==> src/rtl/audio_rx_pkg.sv <==
// Shared definitions for the codec ADC receive path: default sample width,
// receiver state encoding and bit-counter sizing.
`timescale 1ns/1ps
package audio_rx_pkg;

   localparam int SAMPLE_W_DEF = 16;

   typedef enum logic [1:0] {
      ST_ALIGN = 2'd0,
      ST_SKIP  = 2'd1,
      ST_SHIFT = 2'd2,
      ST_HOLD  = 2'd3
   } rx_state_e;

   // Counter must be able to hold the value w itself.
   function automatic int cnt_width(input int w);
      return $clog2(w + 1);
   endfunction

endpackage

==> src/rtl/audio_adc_receiver_sync_edge.sv <==
// sync_edge: 2-FF synchronizer with rising-edge detect for the strobe input, plus an
// equal-depth plain synchronizer for companion data bits so both stay aligned.
`timescale 1ns/1ps
module sync_edge #(
   parameter int W = 2
) (
   input  logic         clk,
   input  logic         rst_n,
   input  logic         edge_in,
   input  logic [W-1:0] data_in,
   output logic         rise,
   output logic [W-1:0] data_q
);
   logic         edge_meta_r, edge_sync_r, edge_prev_r;
   logic [W-1:0] data_meta_r, data_sync_r;

   // Two-stage capture of all codec pins, one extra stage for edge history.
   always_ff @(posedge clk or negedge rst_n) begin
      if (!rst_n) begin
         edge_meta_r <= 1'b0;
         edge_sync_r <= 1'b0;
         edge_prev_r <= 1'b0;
         data_meta_r <= {W{1'b0}};
         data_sync_r <= {W{1'b0}};
      end else begin
         edge_meta_r <= edge_in;
         edge_sync_r <= edge_meta_r;
         edge_prev_r <= edge_sync_r;
         data_meta_r <= data_in;
         data_sync_r <= data_meta_r;
      end
   end

   assign rise   = edge_sync_r & ~edge_prev_r;
   assign data_q = data_sync_r;

endmodule

==> src/rtl/audio_adc_receiver.sv <==
// audio_adc_receiver: deserializes the codec ADC stream into L/R sample pairs in the iCLK domain.
// Optional peak meter is built when ADC_PEAK_METER_EN is defined.
`timescale 1ns/1ps
module audio_adc_receiver
   import audio_rx_pkg::*;
#(
   parameter int SAMPLE_W   = SAMPLE_W_DEF,
   parameter int DATA_DELAY = 1,
   parameter int LEFT_LEVEL = 1
) (
   input  logic                iCLK,
   input  logic                iRST_N,
   input  logic                iAUD_BCK,
   input  logic                iAUD_LRCK,
   input  logic                iAUD_ADCDAT,
`ifdef ADC_PEAK_METER_EN
   input  logic                iPEAK_CLR,
   output logic [SAMPLE_W-2:0] oPEAK_L,
   output logic [SAMPLE_W-2:0] oPEAK_R,
`endif
   output logic [SAMPLE_W-1:0] oAUD_inL,
   output logic [SAMPLE_W-1:0] oAUD_inR,
   output logic                oVALID,
   output logic                oFRAME_ERR
);
   localparam int               CNT_W    = cnt_width(SAMPLE_W);
   localparam logic [CNT_W-1:0] LAST_CNT = CNT_W'(SAMPLE_W - 1);
   localparam logic [CNT_W-1:0] ONE_CNT  = CNT_W'(1);
   localparam logic             DELAYED  = 1'(DATA_DELAY != 0);
   localparam logic             LEFT_LVL = 1'(LEFT_LEVEL != 0);
   localparam rx_state_e        START_ST = (DATA_DELAY != 0) ? ST_SKIP : ST_SHIFT;

   logic [1:0]          sync_data_s;
   logic                bck_rise_s, lrck_s, dat_s;
   rx_state_e           state_r, state_nx_s;
   logic                primed_r, lr_last_r, slot_lr_r, left_held_r;
   logic                commit_r, valid_r, err_r;
   logic [CNT_W-1:0]    cnt_r;
   logic [SAMPLE_W-1:0] shift_r, left_hold_r, out_l_r, out_r_r, word_s;
   logic                lr_edge_s, first_s, shift_s, last_s, err_s, is_left_s;

   sync_edge #(.W(2)) u_sync (
      .clk     (iCLK),
      .rst_n   (iRST_N),
      .edge_in (iAUD_BCK),
      .data_in ({iAUD_ADCDAT, iAUD_LRCK}),
      .rise    (bck_rise_s),
      .data_q  (sync_data_s)
   );

   assign lrck_s    = sync_data_s[0];
   assign dat_s     = sync_data_s[1];
   // The first bit clock after reset only primes the LRCK history, so a slot is never entered mid-way.
   assign lr_edge_s = bck_rise_s & primed_r & (lrck_s != lr_last_r);
   assign word_s    = {shift_r[SAMPLE_W-2:0], dat_s};
   assign is_left_s = (slot_lr_r == LEFT_LVL);

   // LRCK level seen at the previous bit clock.
   always_ff @(posedge iCLK or negedge iRST_N) begin
      if (!iRST_N) begin
         primed_r  <= 1'b0;
         lr_last_r <= 1'b0;
      end else if (bck_rise_s) begin
         primed_r  <= 1'b1;
         lr_last_r <= lrck_s;
      end
   end

   // Receiver state register.
   always_ff @(posedge iCLK or negedge iRST_N) begin
      if (!iRST_N) state_r <= ST_ALIGN;
      else         state_r <= state_nx_s;
   end

   // Next-state logic; every move happens on a bit clock.
   always_comb begin
      state_nx_s = state_r;
      if (lr_edge_s) begin
         state_nx_s = START_ST;
      end else if (bck_rise_s) begin
         case (state_r)
            ST_SKIP:           state_nx_s = ST_SHIFT;
            ST_SHIFT:          state_nx_s = (cnt_r == LAST_CNT) ? ST_HOLD : ST_SHIFT;
            ST_ALIGN, ST_HOLD: state_nx_s = state_r;
            default:           state_nx_s = ST_ALIGN;
         endcase
      end else begin
         state_nx_s = state_r;
      end
   end

   // Datapath controls decoded from state and the current bit clock.
   always_comb begin
      first_s = 1'b0;
      shift_s = 1'b0;
      last_s  = 1'b0;
      err_s   = 1'b0;
      if (lr_edge_s) begin
         first_s = ~DELAYED;
         err_s   = (state_r == ST_SHIFT);
      end else if (bck_rise_s) begin
         case (state_r)
            ST_SKIP:  first_s = 1'b1;
            ST_SHIFT: begin
               shift_s = 1'b1;
               last_s  = (cnt_r == LAST_CNT);
            end
            default:  shift_s = 1'b0;
         endcase
      end else begin
         first_s = 1'b0;
      end
   end

   // Shift register, bit counter and channel tag of the current slot.
   always_ff @(posedge iCLK or negedge iRST_N) begin
      if (!iRST_N) begin
         shift_r   <= {SAMPLE_W{1'b0}};
         cnt_r     <= {CNT_W{1'b0}};
         slot_lr_r <= 1'b0;
      end else begin
         if (first_s) begin
            shift_r <= {{(SAMPLE_W-1){1'b0}}, dat_s};
            cnt_r   <= ONE_CNT;
         end else if (lr_edge_s) begin
            shift_r <= {SAMPLE_W{1'b0}};
            cnt_r   <= {CNT_W{1'b0}};
         end else if (shift_s) begin
            shift_r <= word_s;
            cnt_r   <= cnt_r + ONE_CNT;
         end
         if (lr_edge_s) slot_lr_r <= lrck_s;
      end
   end

   // Left word is parked until its right partner completes; a new left slot drops any stale one.
   always_ff @(posedge iCLK or negedge iRST_N) begin
      if (!iRST_N) begin
         left_hold_r <= {SAMPLE_W{1'b0}};
         left_held_r <= 1'b0;
         out_l_r     <= {SAMPLE_W{1'b0}};
         out_r_r     <= {SAMPLE_W{1'b0}};
         commit_r    <= 1'b0;
         valid_r     <= 1'b0;
         err_r       <= 1'b0;
      end else begin
         commit_r <= 1'b0;
         valid_r  <= commit_r;
         err_r    <= err_s;
         if (lr_edge_s && (lrck_s == LEFT_LVL)) begin
            left_held_r <= 1'b0;
         end else if (last_s && is_left_s) begin
            left_hold_r <= word_s;
            left_held_r <= 1'b1;
         end else if (last_s && left_held_r) begin
            out_l_r     <= left_hold_r;
            out_r_r     <= word_s;
            left_held_r <= 1'b0;
            commit_r    <= 1'b1;
         end
      end
   end

   assign oAUD_inL   = out_l_r;
   assign oAUD_inR   = out_r_r;
   assign oVALID     = valid_r;
   assign oFRAME_ERR = err_r;

`ifdef ADC_PEAK_METER_EN
   logic [SAMPLE_W-2:0] peak_l_r, peak_r_r, mag_l_s, mag_r_s;

   // |s| with the most negative code clamped to the largest positive magnitude.
   function automatic logic [SAMPLE_W-2:0] mag_sat(input logic [SAMPLE_W-1:0] s);
      logic [SAMPLE_W-1:0] a;
      a = s[SAMPLE_W-1] ? (~s + {{(SAMPLE_W-1){1'b0}}, 1'b1}) : s;
      return a[SAMPLE_W-1] ? {(SAMPLE_W-1){1'b1}} : a[SAMPLE_W-2:0];
   endfunction

   assign mag_l_s = mag_sat(out_l_r);
   assign mag_r_s = mag_sat(out_r_r);

   // Running peaks, sampled while the new pair is presented.
   always_ff @(posedge iCLK or negedge iRST_N) begin
      if (!iRST_N) begin
         peak_l_r <= {(SAMPLE_W-1){1'b0}};
         peak_r_r <= {(SAMPLE_W-1){1'b0}};
      end else if (iPEAK_CLR) begin
         peak_l_r <= valid_r ? mag_l_s : {(SAMPLE_W-1){1'b0}};
         peak_r_r <= valid_r ? mag_r_s : {(SAMPLE_W-1){1'b0}};
      end else if (valid_r) begin
         if (mag_l_s > peak_l_r) peak_l_r <= mag_l_s;
         if (mag_r_s > peak_r_r) peak_r_r <= mag_r_s;
      end
   end

   assign oPEAK_L = peak_l_r;
   assign oPEAK_R = peak_r_r;
`endif

endmodule
==> config.mk <==
export PLATFORM = sky130hd
export DESIGN_NAME = audio_adc_receiver
export DESIGN_NICKNAME = d
export VERILOG_FILES = /design/src/rtl/audio_rx_pkg.sv /design/src/rtl/audio_adc_receiver_sync_edge.sv /design/src/rtl/audio_adc_receiver.sv
export SDC_FILE = /design/constraint.sdc
export NUM_CORES = 1
export LEC_CHECK = 0
export BUFFER_PORTS_ARGS = -buffer_cell sky130_fd_sc_hd__buf_2
export CAP_MARGIN = 20
export CORE_AREA = 2 2 80 82
export DETAILED_ROUTE_END_ITERATION = 8
export DIE_AREA = 0 0 82 84
export GPL_TIMING_DRIVEN = 0
export PLACE_DENSITY = 0.78
export SYNTH_ARGS = -nofsm -noshare
export SYNTH_HDL_FRONTEND = slang
export SYNTH_HIERARCHICAL = 1
export SYNTH_SLANG_ARGS = --single-unit
==> constraint.sdc <==
create_clock -name iCLK -period 2.6 [get_ports iCLK]
set_clock_uncertainty 0.05 [all_clocks]
set_input_delay 0.39 -clock iCLK [delete_from_list [all_inputs] [get_ports iCLK]]
set_output_delay 0.39 -clock iCLK [all_outputs]
set_load 0.01 [all_outputs]
==> impl_summary.md, run 1 <==
Synthesis
The average footprint of a synthesized cell is ~16 um2. In the post-synthesis netlist, the biggest area contributors are dfrtp_1 (65%), mux2_2 (16%), a22o_1 (4.6%). Counting every net in the synthesized netlist gives between 200 and 250.

The synthesized netlist occupies a cell area of 3230 um2. The area share of the leading cell type in the synthesized netlist is approximately 65%. The proportion of synthesized chip area in sequential cells is about two thirds. In this run, synthesis produced a sequential element count of 84.

Yosys mapped a number of flops with a built-in enable equal to 0. The netlist uses 35 different library cells. The cell taking the most area after synthesis is dfrtp_1. Yosys printed 6 warnings. The share of flip-flops with an asynchronous set or reset after synthesis is 100%. In the synthesized netlist the dominant register cell turns out to be dfrtp_1. The post-synthesis cell count is just over 200.

Finish
The filler-free cell count of the finished design is 340. The register area is approximately 2100 um2. The total number of nets in the final design is between 200 and 300. Cells fill 62.0% of the core in the end. The area growth from synthesis to layout is 16.9%. The number of antenna diodes is 0. Cells with a size suffix above 1 make up between 40% and 50% of the layout. Fill cells in the final layout number roughly 480. Summing all multi-input logic gate instances after layout gives between 1000 and 1500 um2. The post-route cell area is about 3800 um2.

Die
The initial core utilization is between 50% and 60%. The cell row count is 29. The horizontal extent of the die is between 80 and 90 um.

The die boundary height is 84 um. The area inside the core boundary is 6100 um2. 39 I/O pins were placed. The die covers ~6900 um2.

Power and ir drop
In this run the static leakage power is between 1.5 and 2 nW. The design draws ~2.6 mW. Dividing total power by cell area gives a power density of just under 700 nW/um2. VDD sags by at most around 0.00042 V.

Worst setup path
The launching point of the worst reg2reg path is cnt_r[0]. Of all nets on the critical path, the largest fanout is 10. The data arrival time of the critical path is roughly 2.5 ns. The worst setup path is of the flip-flop to flip-flop kind. STA classifies the critical path startpoint as a flip-flop. The end of the worst register-to-register path is oAUD_inL[2]. The kind of capture point of the worst setup path is a flip-flop. For flop-to-flop paths, the worst setup slack is between 0.2 and 0.25 ns. STA puts the critical path data required time at roughly 2.8 ns.

For the worst flop-to-flop path, the logic depth is 8.

Route
The total wirelength of the detailed-routed design is roughly 5400 um. The overall via count from detail_route is about 1800. In the final routing, the length of wire on met1 measures between 2000 and 2500 um. The number of vias per cell after detailed routing is 5.35. The count of TritonRoute iterations in the first routing pass is 4. In the routed design, unresolved DRC markers number 0. The amount of wire on met2 after detailed routing is around 2600 um.

In the final routed layout, each cell accounts on average for roughly 16 um. For this block, the initial DRC count from the detailed router was 110. The length of routed met3 wiring is 240 um. The highest signal layer in the routed design is met4. The post-detailed-route count of antenna-violating nets is 0.

Placement
The global placer's final weighted congestion is between 0.7 and 0.8. After detailed placement, the design holds a cell count of ~320. The post-placement cell area is around 3500 um2. Summed over all nets, the half-perimeter wirelength after detailed placement is around 3600 um. Timing analysis after detailed placement gives a worst setup slack of -0.0378 ns. During placement, the flow inserted port buffers numbering 38.

Clocking
The buffer cell driving the clock tree root is clkbuf_8. CTS saw 84 sinks. TritonCTS built the clock tree. The number of levels the H-tree was split into is 3.

In this run, post-CTS repair resized a total of 0 instances. Counting the buffers created by CTS gives 9. The maximum number of buffers from clock root to sink is 2. The clock edge transition at the registers on the reported setup and hold paths is approximately 0.080 ns.

The later pin in the worst-skew pair is clocked with a latency of roughly 0.34 ns.

GRT
Entering global routing, the biggest net connects 63 pins. The initial antenna violation count came to 0. The via count of the first global-routing pass is 1864. The global-route wire length before repair is between 9000 and 10000 um.

After global routing the overflow that remains totals 0. Global routing consumed, over all layers together, around 18% of the routing resources.

Worst hold path
The origin of the worst min-delay path is iAUD_ADCDAT. Counting instances, the worst hold path has a depth of 1. The end point of the most critical hold path is u_sync/data_meta_r[1]. The class of the tightest hold or removal check is input port to flip-flop.

Timing
Setup repair after global routing left no endpoint under its margin. In this run the tightest slew margin relative to its limit is a little under half. In the post-route analysis, the smallest setup slack over all paths is about 0.25 ns. The final hold violation count is 0. The part of the cycle the worst path needs is between 90% and 100%. Adding up every negative setup slack in the final design gives 0 ns. The worst hold slack across all endpoints is roughly 0.1 ns.

The max-slew violation total from the final report is 0. Derived from the worst setup path, the maximum achievable clock frequency is 426 MHz. The routed design could run at a clock period as short as 2.35 ns.

At the pin with the least slew margin, the transition time is 0.797 ns. The final number of setup-violating endpoints is 0.

Outcome
The run finished with clean final reports.

Job
The reported max-cap violation count is 0.
worst max path at each step:
stage | from | end | slack (ns) | depth (start not counted)
CTS | cnt_r[0] | oAUD_inL[2] | 0.08 | 7
global placement | cnt_r[0] | oAUD_inR[13] | 0.01 | 7
floorplan | cnt_r[0] | oAUD_inL[11] | 0.38 | 7
detailed placement | cnt_r[0] | oAUD_inL[2] | -0.04 | 7
finish | cnt_r[0] | oAUD_inL[2] | 0.25 | 8
global route | cnt_r[0] | oAUD_inR[13] | 0.13 | 8
critical path, cell delays in order (launching register included):
cell,delay [ns]
dfrtp_1,0.40
ha_1,0.20
and3_1,0.16
ha_1,0.21
nand3_1,0.17
a2111oi_4,0.30
buf_4,0.22
buf_6,0.18
mux2_2,0.35
synthesized netlist by cell type, types with 3 or more instances:
library cell  instances
dfrtp_1              84
buf_2                 3
inv_1                 8
a22o_1               17
ha_1                  4
nand2_1               3
buf_6                 4
mux2_1                3
mux2_2               47
layout make-up:
type,instances,share of cell area (%)
buffer,9,1.89
clock buffer,13,4.21
clock inverter,3,1.19
inverter,8,0.795
multi-input combinational,104,27.2
sequential,84,55.6
tap,77,2.55
timing repair buffer,42,6.49
layer usage:
metal	vias to the layer above	track usage [%]
met3	9	5.19
met5	-	0
li1	843	-
met1	919	24.8
met2	47	26.0
met4	0	7.73
cell usage in the layout, fill, tap and decap left out, types with 2 or more instances in the layout:
| cell type | count |
|---|---|
| a21oi_1 | 2 |
| nand2b_1 | 2 |
| clkinvlp_4 | 2 |
| ha_1 | 4 |
| a22o_1 | 17 |
| nand2_1 | 3 |
| clkbuf_8 | 11 |
| mux2_2 | 47 |
| and3_1 | 2 |
| nand3_1 | 2 |
| buf_6 | 4 |
| nor2_1 | 2 |
| buf_4 | 4 |
| buf_2 | 40 |
| dfrtp_1 | 84 |
| mux2_1 | 3 |
| inv_1 | 8 |
| clkbuf_1 | 3 |
| a221oi_1 | 2 |
power by group:
part / internal (mW) / switching [mW] / leakage, nW / total, mW
Combinational: 0.0976 / 0.143 / 0.750 / 0.241
Sequential: 1.36 / 0.0519 / 1.14 / 1.41
Clock: 0.497 / 0.441 / 0.0959 / 0.938
cell families (layout without fill, tap and decap cells):
kind of cell / Yosys count / count (layout) / synth area share [%]
flip-flops: 84 / 84 / 65.0
multiplexers: 50 / 50 / 17.4
AO/OA/AOI/OAI: 33 / 33 / 9.37
buffers and inverters: 17 / 75 / 3.14
AND/OR/NAND/NOR: 15 / 15 / 2.71
adder cells (fa/ha/maj): 4 / 4 / 1.55
XOR/XNOR: 2 / 2 / 0.774
timing repair:
| item | in CTS | in global routing |
|---|---|---|
| setup endpoints to repair | 29 | 29 |
| endpoints found under the hold margin | 22 | 0 |
| buffers inserted | 0 | 2 |
| hold buffers | 1 | 0 |
| pin swaps | 1 | 1 |
flip-flops by register name (all words and copies together), names as in the netlist:
register	count
shift_r	15
left_held_r	1
left_hold_r	16
oFRAME_ERR	1
oAUD_inR	16
u_sync/data_q	2
oAUD_inL	16
is_left_s	1
primed_r	1
u_sync/edge_meta_r	1
state_r	2
commit_r	1
u_sync/edge_sync_r	1
u_sync/data_meta_r	2
cnt_r	5
lr_last_r	1
u_sync/edge_prev_r	1
oVALID	1
No activity file was read; power rests on OpenSTA's default activity.
==> run 2, diff against run 1 <==
--- a/config.mk
+++ b/config.mk
@@ -7,11 +7,11 @@
 export LEC_CHECK = 0
 export BUFFER_PORTS_ARGS = -buffer_cell sky130_fd_sc_hd__buf_2
 export CAP_MARGIN = 20
-export CORE_AREA = 2 2 80 82
+export CORE_AREA = 2 2 100 102
 export DETAILED_ROUTE_END_ITERATION = 8
-export DIE_AREA = 0 0 82 84
+export DIE_AREA = 0 0 102 104
 export GPL_TIMING_DRIVEN = 0
-export PLACE_DENSITY = 0.78
+export PLACE_DENSITY = 0.54
 export SYNTH_ARGS = -nofsm -noshare
 export SYNTH_HDL_FRONTEND = slang
 export SYNTH_HIERARCHICAL = 1
==> impl_summary.md, run 2 (synthesis results as in run 1) <==
Outcome
The run finished with clean final reports.

Die
In this run the core area contains 36 standard-cell rows. The floorplan step defined a core boundary enclosing 9550 um2. The total I/O pin count is 39. The total die area is roughly 11000 um2. The initial core utilization is 33.8%. The die is a little over 100 um wide. The die is between 100 and 150 um tall.

Timing
The routed design could run at a clock period as short as about 2.4 ns. Of the available clock period, the critical path in the final layout requires around 91%. On the final layout, the worst hold slack is around 0.094 ns. The max-slew violation total from the final report is 0. The final hold violation count is 0. Measured against its own limit, the worst slew margin works out to 38.6%. Setup repair after global routing left no endpoint under its margin. Across all setup checks in the final design, the least slack found is about 0.24 ns. The final number of setup-violating endpoints is 0. Static timing analysis puts the maximum clock frequency at 424 MHz.

For the pin with the worst max-slew slack, the measured transition is roughly 0.92 ns.

Worst hold path
The class of the tightest hold or removal check is input port to flip-flop.

Finish
In the layout the commonest cells are dfrtp_1 (84), mux2_2 (47), buf_2 (40). The fraction of final layout cells with drive strength greater than 1 is around 43%. The number of antenna diodes in the final layout is 0.

The total number of nets in the final design is around 270. The most common cell after layout, fill and taps aside is dfrtp_1. The area growth from synthesis to layout is 19.1%.

Power and ir drop
Summed over all cells, the static leakage comes to 1.99 nW. The maximum vdd drop is between 0.0002 and 0.0003 V. The power per cell area is 685 nW/um2.

Worst setup path
STA puts the critical path data required time at approximately 2.8 ns. The startpoint of the worst setup timing path is cnt_r[0]. The internal reg-to-reg setup slack is roughly 0.24 ns. By startpoint and endpoint, the worst setup path is classified as flip-flop to flip-flop.

The destination of the critical timing path is oAUD_inR[11]. The launching point of the worst reg2reg path is cnt_r[0]. The worst register-to-register path ends at oAUD_inR[11]. Data arrives at the worst endpoint at 2.54 ns. The worst register-to-register path has a depth of 8. The worst setup path is launched from a flip-flop. The highest fanout seen on the critical path is 10. The worst setup path is captured at a flip-flop.

GRT
For this run the aggregate overflow at the end of global routing stands at 0. Entering global routing, the biggest net connects 52 pins. The via count of the first global-routing pass is 1831. Across every metal layer, demand over resource in global routing totals between 10% and 20%. The initial antenna violation count is 0. The first global-routing pass estimated approximately 9600 um of wire.

Placement
The global placer's final weighted congestion is approximately 0.74. The worst slack after detailed placement is -0.00489 ns. Detailed placement finished with a half-perimeter wire length of ~3800 um. In this run the tool buffered the top-level ports with 38 buffer cells.

Clocking
No sink is reached through more buffers than the 2 on the longest clock path. The buffer cell driving the clock tree root is clkbuf_8. The total clock buffers created by CTS is 9.

The number of clock sinks is 84. The clock edge transition at the registers on the reported setup and hold paths is around 0.07 ns. The number of levels the H-tree was split into is 3. For the worst-skew pair, the clock arrives at the later sink with an insertion delay of around 0.34 ns. The CTS tree is yes. In this run, post-CTS repair resized a total of 0 instances.

Route
The post-detailed-route count of antenna-violating nets is 0. The first detailed-routing pass ran for 4 iterations. The total wirelength of the detailed-routed design is ~5700 um.

After detailed routing, the average wire length per cell comes to around 15 um. Using the TritonRoute via totals, the vias-per-cell ratio works out to 4.63. After the first detailed-routing iteration, the DRC count stood at 24.

The routed layout has roughly 1800 vias. In the routed design, unresolved DRC markers number 0.

Job
The reported max-cap violation count is 0.
-- run 2: critical path, cell delays in order, from the launching register on --
cell	delay, ns
dfrtp_1	0.40
ha_1	0.21
and3_1	0.16
ha_1	0.20
nand3_1	0.18
a2111oi_4	0.34
buf_4	0.20
buf_6	0.17
mux2_2	0.34
-- run 2: worst min-delay path by stage --
stage / startpoint / to / slack [ns] / depth (start not counted)
CTS: iAUD_BCK / u_sync/edge_meta_r / 0.08 / 1
global placement: u_sync/edge_meta_r / u_sync/edge_sync_r / 0.28 / 0
finish: iAUD_BCK / u_sync/edge_meta_r / 0.09 / 1
floorplan: iRST_N / cnt_r[0] / 0.04 / 0
global route: iAUD_BCK / u_sync/edge_meta_r / 0.06 / 1
detailed placement: u_sync/edge_meta_r / u_sync/edge_sync_r / 0.29 / 0
-- run 2: cell type report --
cell class	instances	area, um2
well taps	133	166
plain buffers	9	71.3
flip-flops and latches	84	2100
multi-input cells	104	1030
clock buffers	12	145
inverters	8	30.0
fillers	915	5700
repair buffers	42	245
clock inverters	2	60.1
-- run 2: through the flow --
stage	utilization (%)	power, mW	std cells	cell area (um2)	TNS (ns)
final	40.3	2.64	394	3850	0
after global routing	40.3	2.77	394	3850	0
after CTS	40.1	2.68	392	3830	0
after detailed placement	37.9	1.68	377	3620	-0.00684
after global placement	37.6	1.67	376	3590	0
after floorplan	-	1.59	205	3230	0
-- run 2: power breakdown --
| part | internal (mW) | leakage, nW | switching, mW |
|---|---|---|---|
| Sequential | 1.36 | 1.14 | 0.0498 |
| Combinational | 0.0978 | 0.750 | 0.148 |
| Clock | 0.558 | 0.103 | 0.422 |
-- run 2: timing repair --
| item | CTS | global route |
|---|---|---|
| pin swaps | 1 | 1 |
| setup endpoints to repair | 15 | 20 |
| endpoints found under the hold margin | 33 | 0 |
| buffers inserted | 0 | 2 |
| hold buffers | 1 | 0 |
-- run 2: routing by layer --
metal	global-route usage, %	vias to the layer above	share of wire [%]	routed length, um
met5	0	-	0	0
met4	2.86	0	1.0	59
met3	4.77	5	4.9	279
met2	16.8	39	45	2600
met1	16.2	937	49	2790
li1	-	843	-	-
==> run 3, diff against run 2 <==
==> constraint.sdc (replaced) <==
create_clock -name iCLK -period 2.6 [get_ports iCLK]
set_clock_uncertainty 0.05 [all_clocks]
set_input_delay 0.26 -clock iCLK [delete_from_list [all_inputs] [get_ports iCLK]]
set_output_delay 0.26 -clock iCLK [all_outputs]
set_load 0.01 [all_outputs]
==> impl_summary.md, run 3 (synthesis results as in run 1) <==
GRT
The maximum number of pins on one net before global-route repair is 52. The initial antenna violation count is 0. The via count of the first global-routing pass is around 1800. Global routing finished with a remaining overflow of 0.

Global routing used 11.7% of the available tracks. The first global-routing pass estimated 9630 um of wire.

Worst setup path
The required time of the critical path is 2.78 ns. The internal reg-to-reg setup slack is between 0.2 and 0.25 ns. The launching point of the worst reg2reg path is cnt_r[0]. The number of cells on the worst reg-to-reg path is 8. The data arrival time of the critical path is ~2.5 ns. The worst setup path is launched from a flip-flop. The startpoint of the worst setup timing path is cnt_r[0]. STA classifies the critical path endpoint as a flip-flop.

The largest stage delay on the critical path is about 0.40 ns. The setup path with the least slack is of type flip-flop to flip-flop. The cell occurring most often along the worst timing path is ha_1. Of all nets on the critical path, the largest fanout is 10. The signal on the critical path passes through ha_1 > and3_1 > ha_1 > nand3_1 > a2111oi_4 > buf_4 > buf_6 > mux2_2. The end of the worst register-to-register path is oAUD_inR[11]. The slowest stage of the critical path is the dfrtp_1 cell.

Clocking
The clock reaches the later pin of the worst-skew pair after between 0.3 and 0.4 ns. The maximum number of buffers from clock root to sink is 2. Clock tree synthesis inserted a total of 9 buffers.

The buffer cell driving the clock tree root is clkbuf_8. The clock edge transition at the registers on the reported setup and hold paths is 0.07 ns. TritonCTS built the clock tree.

The number of clock sinks is 84. The number of levels the H-tree was split into is 3.

Power and ir drop
The fraction of power consumed by combinational cells is under 10%. Summed over all cells, the static leakage comes to 2.01 nW. Total power for the finished layout comes to 2.64 mW. The part of the total power dissipated in the clock network is between 30% and 40%. In this run switching power makes up between 20% and 30% of total power. The sequential group share of total power is 53.4%. The net switching power of the design is approximately 0.62 mW.

Power spread over the standard cell area amounts to roughly 680 nW/um2. The internal power is a little over 2 mW. The maximum vdd drop is roughly 0.00026 V.

Timing
The worst hold slack across all endpoints is slightly above 0.3 ns. The maximum clock rate is 424 MHz. Setup repair after global routing left no endpoint under its margin.

The smallest clock period supported by the final layout is computed as around 2.4 ns. The final hold violation count came to 0. The slew of the pin with the lowest slew margin is about 0.9 ns. In the finished design, the share of the clock period the worst path needs comes to 90.6%. The worst max-slew margin expressed relative to the limit is around 39%. The max-slew violation total from the final report is 0. The worst path meets setup with between 0.2 and 0.25 ns of slack. The final number of setup-violating endpoints is 0.

Placement
Before CTS, the worst setup slack after placement is -0.00489 ns. The congestion estimate from routability-driven global placement came to approximately 0.74. The post-placement cell count is 377. The post-DP HPWL is 3800 um. Once placement finished, the instance area stood at about 3600 um2.

Buffers placed on the I/O ports in this run total 38.

Outcome
The run finished with clean final reports.

Worst hold path
The origin of the worst min-delay path is u_sync/edge_meta_r. The tightest min-delay check is of the flip-flop to flip-flop type. The worst hold path terminates at u_sync/edge_sync_r.

The worst hold path passes through 0 cells.

Finish
Leaving out fill and tap cells, the most frequent cell in the layout is dfrtp_1. With fillers left out, the area of the finished cells amounts to a little under 4000 um2. The area growth from synthesis to layout is 20.0%. Fill cells in the final layout number roughly 900. In the layout the commonest cells are dfrtp_1 (84), mux2_2 (47), buf_2 (40). The total number of nets in the final design is 270. In the final layout, the multi-input gates occupy roughly 1000 um2. The sequential cells in the finished layout cover a total of 2100 um2.

The fraction of final layout cells with drive strength greater than 1 is 42.8%. 0 antenna diodes ended up in the layout. Leaving out filler cells and counting taps, the final layout contains slightly below 400.

Die
During I/O placement, the number of pins put on the boundary was 39. The total die area is between 10000 and 15000 um2. The die boundary height is 104 um.

The initial utilization of the core area, before any placement, comes to 33.8%. The horizontal extent of the die is roughly 100 um. In this run the core area contains 36 standard-cell rows. The area inside the core boundary is about 9500 um2.

Route
The violation count after the first detailed-route iteration is 27. The overall via count from detail_route is 1828. The count of TritonRoute iterations in the first routing pass is 4.

Wires add up to around 5700 um. In the final routed layout, each cell accounts on average for roughly 14 um. Once detail routing completed, the nets flagged for antenna violations numbered 0. The number of vias per cell after detailed routing is 4.60.

After detailed routing, the number of remaining DRC violations is 0.

Job
The reported max-cap violation count is 0.
==> run 3: metrics by stage <==
stage | util (%) | setup TNS [ns]
2_1_floorplan | - | 0
3_3_place_gp | 37.6 | 0
3_5_place_dp | 37.9 | -0.00684
4_1_cts | 40.5 | 0
5_1_grt | 40.6 | 0
6_report | 40.6 | 0
==> run 3: cell type report <==
| class | count | area share [%] |
|---|---|---|
| clock buffer | 12 | 3.74 |
| clock inverter | 2 | 1.55 |
| inverter | 8 | 0.774 |
| timing repair buffer | 45 | 7.10 |
| buffer | 9 | 1.84 |
| tap | 133 | 4.29 |
| sequential | 84 | 54.2 |
| multi-input combinational | 104 | 26.5 |
==> run 3: worst max-delay path by stage <==
stage,endpoint
2_1_floorplan,oAUD_inL[11]
3_3_place_gp,oAUD_inL[3]
3_5_place_dp,oAUD_inR[7]
4_1_cts,oAUD_inR[7]
5_1_grt,oAUD_inR[7]
6_report,oAUD_inR[11]
==> run 3: power groups by stage <==
stage	clock network (mW)	registers (mW)	logic [mW]
2_1_floorplan	0	1.42	0.169
3_3_place_gp	0	1.43	0.236
3_5_place_dp	0	1.44	0.247
4_1_cts	1.02	1.41	0.254
5_1_grt	1.07	1.42	0.285
6_report	0.980	1.41	0.250
==> run 3: per-layer routing <==
| metal | global-route usage, % | part of all wire, % | vias up |
|---|---|---|---|
| met3 | 4.77 | 4.8 | 5 |
| met5 | 0 | 0 | - |
| met2 | 17.0 | 45 | 39 |
| met1 | 16.2 | 49 | 934 |
| met4 | 2.86 | 1.0 | 0 |
| li1 | - | - | 850 |
==> run 3: what timing repair did <==
item | CTS | global route
hold buffers | 4 | 0
setup buffers | 0 | 2
resized for setup | 0 | 0
setup endpoints to repair | 15 | 20
endpoints found under the hold margin | 36 | 0
pin swaps | 1 | 1
==> run 3: critical path, delay by kind of cell (launching register included) <==
family / cells / cell delay [ns]
adder cells (fa/ha/maj): 2 / 0.41
flip-flops: 1 / 0.40
buffers and inverters: 2 / 0.37
AND/OR/NAND/NOR: 2 / 0.34
AO/OA/AOI/OAI: 1 / 0.34
multiplexers: 1 / 0.34
